### src/rtl/hmmm_mem_arbiter.sv
// Arbiter sharing the single-port program/data SRAM between the Hmmm CPU and
// the host loader port: round-robin grant, fixed read latency, one-cycle ack.
module hmmm_mem_arbiter #(
  parameter int ADDR_WIDTH  = 8,
  parameter int DATA_WIDTH  = 16,
  parameter int MEM_LATENCY = 1
) (
  input  logic                  clk,
  input  logic                  rst,
  input  logic                  cpu_req,
  input  logic                  cpu_we,
  input  logic [ADDR_WIDTH-1:0] cpu_addr,
  input  logic [DATA_WIDTH-1:0] cpu_wdata,
  output logic [DATA_WIDTH-1:0] cpu_rdata,
  output logic                  cpu_ack,
  input  logic                  host_req,
  input  logic                  host_we,
  input  logic [ADDR_WIDTH-1:0] host_addr,
  input  logic [DATA_WIDTH-1:0] host_wdata,
  output logic [DATA_WIDTH-1:0] host_rdata,
  output logic                  host_ack,
  input  logic                  host_lock,
  output logic                  mem_en,
  output logic                  mem_we,
  output logic [ADDR_WIDTH-1:0] mem_addr,
  output logic [DATA_WIDTH-1:0] mem_wdata,
  input  logic [DATA_WIDTH-1:0] mem_rdata,
  output logic                  owner,
  output logic                  busy
);

  localparam int CNT_W = $clog2(MEM_LATENCY + 1);

  typedef enum logic [1:0] {
    S_IDLE  = 2'd0,
    S_ISSUE = 2'd1,
    S_WAIT  = 2'd2,
    S_ACK   = 2'd3
  } state_t;

  state_t                r_state;
  logic [CNT_W-1:0]      r_cnt;
  logic                  r_we;
  logic                  r_owner;
  logic                  r_last_owner;
  logic                  r_busy;
  logic                  r_cpu_ack;
  logic                  r_host_ack;
  logic                  r_mem_en;
  logic                  r_mem_we;
  logic [ADDR_WIDTH-1:0] r_mem_addr;
  logic [DATA_WIDTH-1:0] r_mem_wdata;
  logic [DATA_WIDTH-1:0] r_cpu_rdata;
  logic [DATA_WIDTH-1:0] r_host_rdata;

  logic                  w_host_elig;
  logic                  w_cpu_elig;
  logic                  w_win;
  logic                  w_grant_host;
  logic                  w_sel_we;
  logic [ADDR_WIDTH-1:0] w_sel_addr;
  logic [DATA_WIDTH-1:0] w_sel_wdata;

  assign w_host_elig = host_req;
  assign w_cpu_elig  = cpu_req & ~host_lock;
  assign w_win       = w_host_elig | w_cpu_elig;

  // Grant selection; on a tie the requester that did not go last wins.
  always_comb begin
    w_grant_host = 1'b0;
    if (w_host_elig && w_cpu_elig) begin
      w_grant_host = ~r_last_owner;
    end else if (w_host_elig) begin
      w_grant_host = 1'b1;
    end else begin
      w_grant_host = 1'b0;
    end
  end

  // Winner's request fields.
  always_comb begin
    w_sel_we    = 1'b0;
    w_sel_addr  = '0;
    w_sel_wdata = '0;
    if (w_grant_host) begin
      w_sel_we    = host_we;
      w_sel_addr  = host_addr;
      w_sel_wdata = host_wdata;
    end else begin
      w_sel_we    = cpu_we;
      w_sel_addr  = cpu_addr;
      w_sel_wdata = cpu_wdata;
    end
  end

  // Access sequencer: IDLE -> ISSUE -> WAIT x MEM_LATENCY -> ACK.
  always_ff @(posedge clk) begin
    if (!rst) begin
      r_state      <= S_IDLE;
      r_cnt        <= '0;
      r_we         <= 1'b0;
      r_owner      <= 1'b0;
      r_last_owner <= 1'b1;
      r_busy       <= 1'b0;
      r_cpu_ack    <= 1'b0;
      r_host_ack   <= 1'b0;
      r_mem_en     <= 1'b0;
      r_mem_we     <= 1'b0;
      r_mem_addr   <= '0;
      r_mem_wdata  <= '0;
      r_cpu_rdata  <= '0;
      r_host_rdata <= '0;
    end else begin
      r_cpu_ack  <= 1'b0;
      r_host_ack <= 1'b0;
      r_mem_en   <= 1'b0;
      r_mem_we   <= 1'b0;
      case (r_state)
        S_IDLE: begin
          if (w_win) begin
            r_owner     <= w_grant_host;
            r_we        <= w_sel_we;
            r_mem_addr  <= w_sel_addr;
            r_mem_wdata <= w_sel_wdata;
            r_mem_en    <= 1'b1;
            r_mem_we    <= w_sel_we;
            r_busy      <= 1'b1;
            r_state     <= S_ISSUE;
          end else begin
            r_state <= S_IDLE;
          end
        end
        S_ISSUE: begin
          r_cnt   <= CNT_W'(MEM_LATENCY);
          r_state <= S_WAIT;
        end
        S_WAIT: begin
          r_cnt <= r_cnt - CNT_W'(1);
          if (r_cnt == CNT_W'(1)) begin
            // mem_rdata is valid in the final WAIT cycle only.
            if (!r_we && r_owner) begin
              r_host_rdata <= mem_rdata;
            end else if (!r_we) begin
              r_cpu_rdata <= mem_rdata;
            end else begin
              r_cpu_rdata <= r_cpu_rdata;
            end
            r_host_ack <= r_owner;
            r_cpu_ack  <= ~r_owner;
            r_state    <= S_ACK;
          end else begin
            r_state <= S_WAIT;
          end
        end
        S_ACK: begin
          r_last_owner <= r_owner;
          r_busy       <= 1'b0;
          r_state      <= S_IDLE;
        end
        default: begin
          r_busy  <= 1'b0;
          r_state <= S_IDLE;
        end
      endcase
    end
  end

  assign cpu_rdata  = r_cpu_rdata;
  assign cpu_ack    = r_cpu_ack;
  assign host_rdata = r_host_rdata;
  assign host_ack   = r_host_ack;
  assign mem_en     = r_mem_en;
  assign mem_we     = r_mem_we;
  assign mem_addr   = r_mem_addr;
  assign mem_wdata  = r_mem_wdata;
  assign owner      = r_owner;
  assign busy       = r_busy;

endmodule

### config.mk
export PLATFORM = sky130hd
export DESIGN_NAME = hmmm_mem_arbiter
export DESIGN_NICKNAME = d
export VERILOG_FILES = /design/src/rtl/hmmm_mem_arbiter.sv
export SDC_FILE = /design/constraint.sdc
export NUM_CORES = 1
export LEC_CHECK = 0
export ABC_AREA = 1
export CORE_MARGIN = 8
export CORE_UTILIZATION = 35
export CTS_CLUSTER_DIAMETER = 40
export DETAILED_ROUTE_END_ITERATION = 16
export PLACE_DENSITY = 0.73
export SETUP_SLACK_MARGIN = 0.02
export SLEW_MARGIN = 30
export SYNTH_ARGS = -nofsm -noshare
export SYNTH_HDL_FRONTEND = slang
export SYNTH_SLANG_ARGS = --single-unit
### constraint.sdc
create_clock -name clk -period 1.45 [get_ports clk]
set_input_delay 0.2175 -clock clk [delete_from_list [all_inputs] [get_ports clk]]
set_output_delay 0.2175 -clock clk [all_outputs]
set_load 0.1 [all_outputs]
==> results.yml <==
global_routing:
  grt_overflow_total: 0
  grt_pass1_vias: 3218
  grt_usage_pct: 17.1
  grt_max_degree: 33
  grt_pass1_wl_um: 15900
  antenna_found_initial: 0
cells_and_area:
  multi_input_area_um2: 1170
  drive_gt1_share_pct: 19.9
  fillers: 656
  diodes: 0
  num-nets-final: 618
  ff_latch_area_um2: 1350
  fin_area_um2: 5260
  most-common-layout-cells: "nand3_1 (77), clkdlybuf4s50_1 (69), nor2_1 (66), buf_12 (66), dfxtp_1 (65)"
  final_common_cell: "nand3_1"
  syn_to_final_growth_pct: 82.3
synth:
  synth_area_um2: 2890
  synth_cell_types: 22
  synthXorXnorAreaFrac_pct: 0
  synthMuxAreaShare_pct: 0
  synth_compound_area_share_pct: 7.33
  synth_top_cell_by_area: "dfxtp_1"
  syn_avg_cell_area_um2: 7.11
  syn_inst: 406
  yosys_warnings: 0
  synth.yosys.seq_area_share_pct: 46.5
  synth_top_family_by_area: "simple AND/OR/NAND/NOR gates"
  yosys.area_share.adder_pct: 1.73
  synth.top_cell.area_share_pct: 46.5
  synth_fp_nets: 481
  synth_seq_cells: 67
  synthSimpleGateAreaFrac_pct: 31.5
  ys_top_cells_by_area: "dfxtp_1 (46%), nand3_1 (13%), nor2_1 (8.6%), inv_1 (7.7%), nand2_1 (7.5%)"
pwr:
  power_frac_seq_pct: 35.5
  p_switching_w: 0.00214
  sw_frac_of_total_pct: 35.6
  intPower_w: 0.00386
  p_leak_nw: 2.41
  power_frac_clock_pct: 29.3
  combPwrFrac_pct: 35.2
  ir_drop_v: 0.000551
  p_per_area_nw_per_um2: 1140
timing:
  rsz0062_at_grt: "false"
  layout_min_cycle_time_ps: 1330
  finalSetupTns_ps: 0
  setup_violations: 0
  relSlewSlack_pct: 79.4
  clock_skew_ps: 8.70
  max_freq_ghz: 0.751
  hold_ws_ps: 209
  slew_violations: 0
  post-route-period-util_pct: 91.9
  finalHoldViolCount: 0
  worst_pin_slew_ps: 309
worst_setup_path:
  critical_path.cell_chain: "inv_2 -> ha_1 -> nand2_1 -> inv_2 -> nand2_2 -> buf_6 -> o21ai_0 -> nor2_1"
  worstRegToRegCells: 8
  cp_data_required_time_ps: 1670
  critical_path.slowest_cell: "dfxtp_2"
  slowest_delay_ps: 330
  path_max_fanout: 16
  critPathLaunchType: "flop"
  arrival_ps: 1550
  path_class: "reg2reg"
  worst_path_most_repeated_cell: "inv_2"
  cp-end-kind: "flop"
  path_buf_inv: 3
  path_delay_family: "flip-flops"
  cp.depth: 8
clock_network:
  cts.sinks: 67
  cts_made_buffers: 9
  cts_root_buffer: "clkbuf_8"
  cts_tree: "done"
  clk_pin_slew_ps: 70
  htree_levels: 3
  clock_latency_ps: 330
  ctsLongestPathBuffers: 2
placed_design:
  hpwl_um: 7540
  gp_congestion: 0.786
  io_buffers: 132
  postPlaceCellArea_um2: 4990
floorplanning:
  chipHeight_um: 107
  boundaryPins: 133
  die_area_um2: 11400
  die_x_um: 107
  initial_core_util_pct: 35.7
  core_um2: 8090
  fp-row-count: 33
worst_hold_path:
  hold_depth: 3
  hp-class: "in2reg"
status:
  status: "finished clean"
detailed_routing:
  route.detailed.wl_per_inst_um: 14.6
  vias: 3060
  drc: 0
  drtPass1Iterations: 5
  drt_iter0_drc: 98
  ant_nets: 0
  finalWirelength_um: 9520
  viasPerCell: 4.69
flow_run:
  max_cap_violations: 0
tightest hold or removal path, cell delays in order:
cell     delay, ps
buf_2          140
o21ai_0         90
a21oi_1         50
cells in the mapped netlist:
| cell | n |
|---|---|
| ha_1 | 4 |
| o21ai_0 | 36 |
| clkbuf_2 | 1 |
| inv_1 | 59 |
| buf_4 | 5 |
| inv_2 | 2 |
| nand3_2 | 1 |
| a21oi_4 | 1 |
| nor2_1 | 66 |
| buf_1 | 2 |
| nand2_1 | 58 |
| nor3_1 | 2 |
| buf_2 | 7 |
| nor2_2 | 1 |
| buf_6 | 3 |
| dfxtp_1 | 67 |
| clkinv_2 | 1 |
| clkbuf_1 | 4 |
| nand2_2 | 5 |
| inv_4 | 1 |
| a21oi_1 | 3 |
| nand3_1 | 77 |
repair_timing:
item / CTS / global route
setup buffers: 0 / 0
endpoints found under the hold margin: 0 / 0
setup endpoints to repair: 0 / 38
gates resized for setup: 0 / 16
hold buffers: 0 / 0
power groups by stage:
stage / logic, W / registers [W] / clock network (W)
CTS: 0.00211 / 0.00213 / 0.00180
global route: 0.00222 / 0.00215 / 0.00188
finish: 0.00211 / 0.00213 / 0.00175
global placement: 0.00208 / 0.00217 / 0
floorplan: 0.000397 / 0.00296 / 0
detailed placement: 0.00211 / 0.00217 / 0
per-stage QoR:
step	cells	util, %	setup WS (ps)	total power (W)
floorplan	406	-	118	0.00336
global placement	636	61.6	-2.47	0.00425
detailed placement	636	61.6	-64.0	0.00428
CTS	652	64.4	29.7	0.00605
global route	653	65.0	28.5	0.00625
finish	653	65.0	118	0.00600
sequential cells by signal, indices dropped and copies added (netlist names):
name / count
cpu_ack: 1
r_cnt: 1
r_we: 1
owner: 1
r_state: 2
busy: 1
mem_en: 1
cpu_rdata: 16
r_last_owner: 1
mem_wdata: 16
mem_we: 1
mem_addr: 8
host_ack: 1
host_rdata: 16
per-layer routing:
layer	GRT usage, %	up-vias	routed length, um
met2	28.2	134	4600
met1	20.8	1387	4090
met5	0	-	0
met4	5.73	0	65
li1	-	1535	-
met3	5.16	4	759
logic make-up after synthesis:
group,after synthesis
DFF,67
and+or+nand+nor,210
adders and majority gates,4
buffers and inverters,85
AOI/OAI and AO/OA,40
layout make-up:
class / instances / area share, %
clock buffer: 12 / 2.95
clock inverter: 4 / 1.38
tap: 105 / 2.50
inverter: 63 / 4.64
timing repair buffer: 148 / 40.6
multi-input combinational: 254 / 22.3
sequential: 67 / 25.6
final timing paths:
kind / endpoint / startpoint / slack (ps)
max: host_rdata[10]$_SDFFE_PN0P_ / r_state[0]$_SDFF_PN0_ / 120
min: r_cnt$_SDFFE_PN0P_ / rst / 210
max reg2reg: host_rdata[10]$_SDFFE_PN0P_ / r_state[0]$_SDFF_PN0_ / 120
min reg2reg: cpu_ack$_SDFF_PN0_ / owner$_SDFFE_PN0P_ / 500
Note: power is estimated with default switching activity, not from simulation.
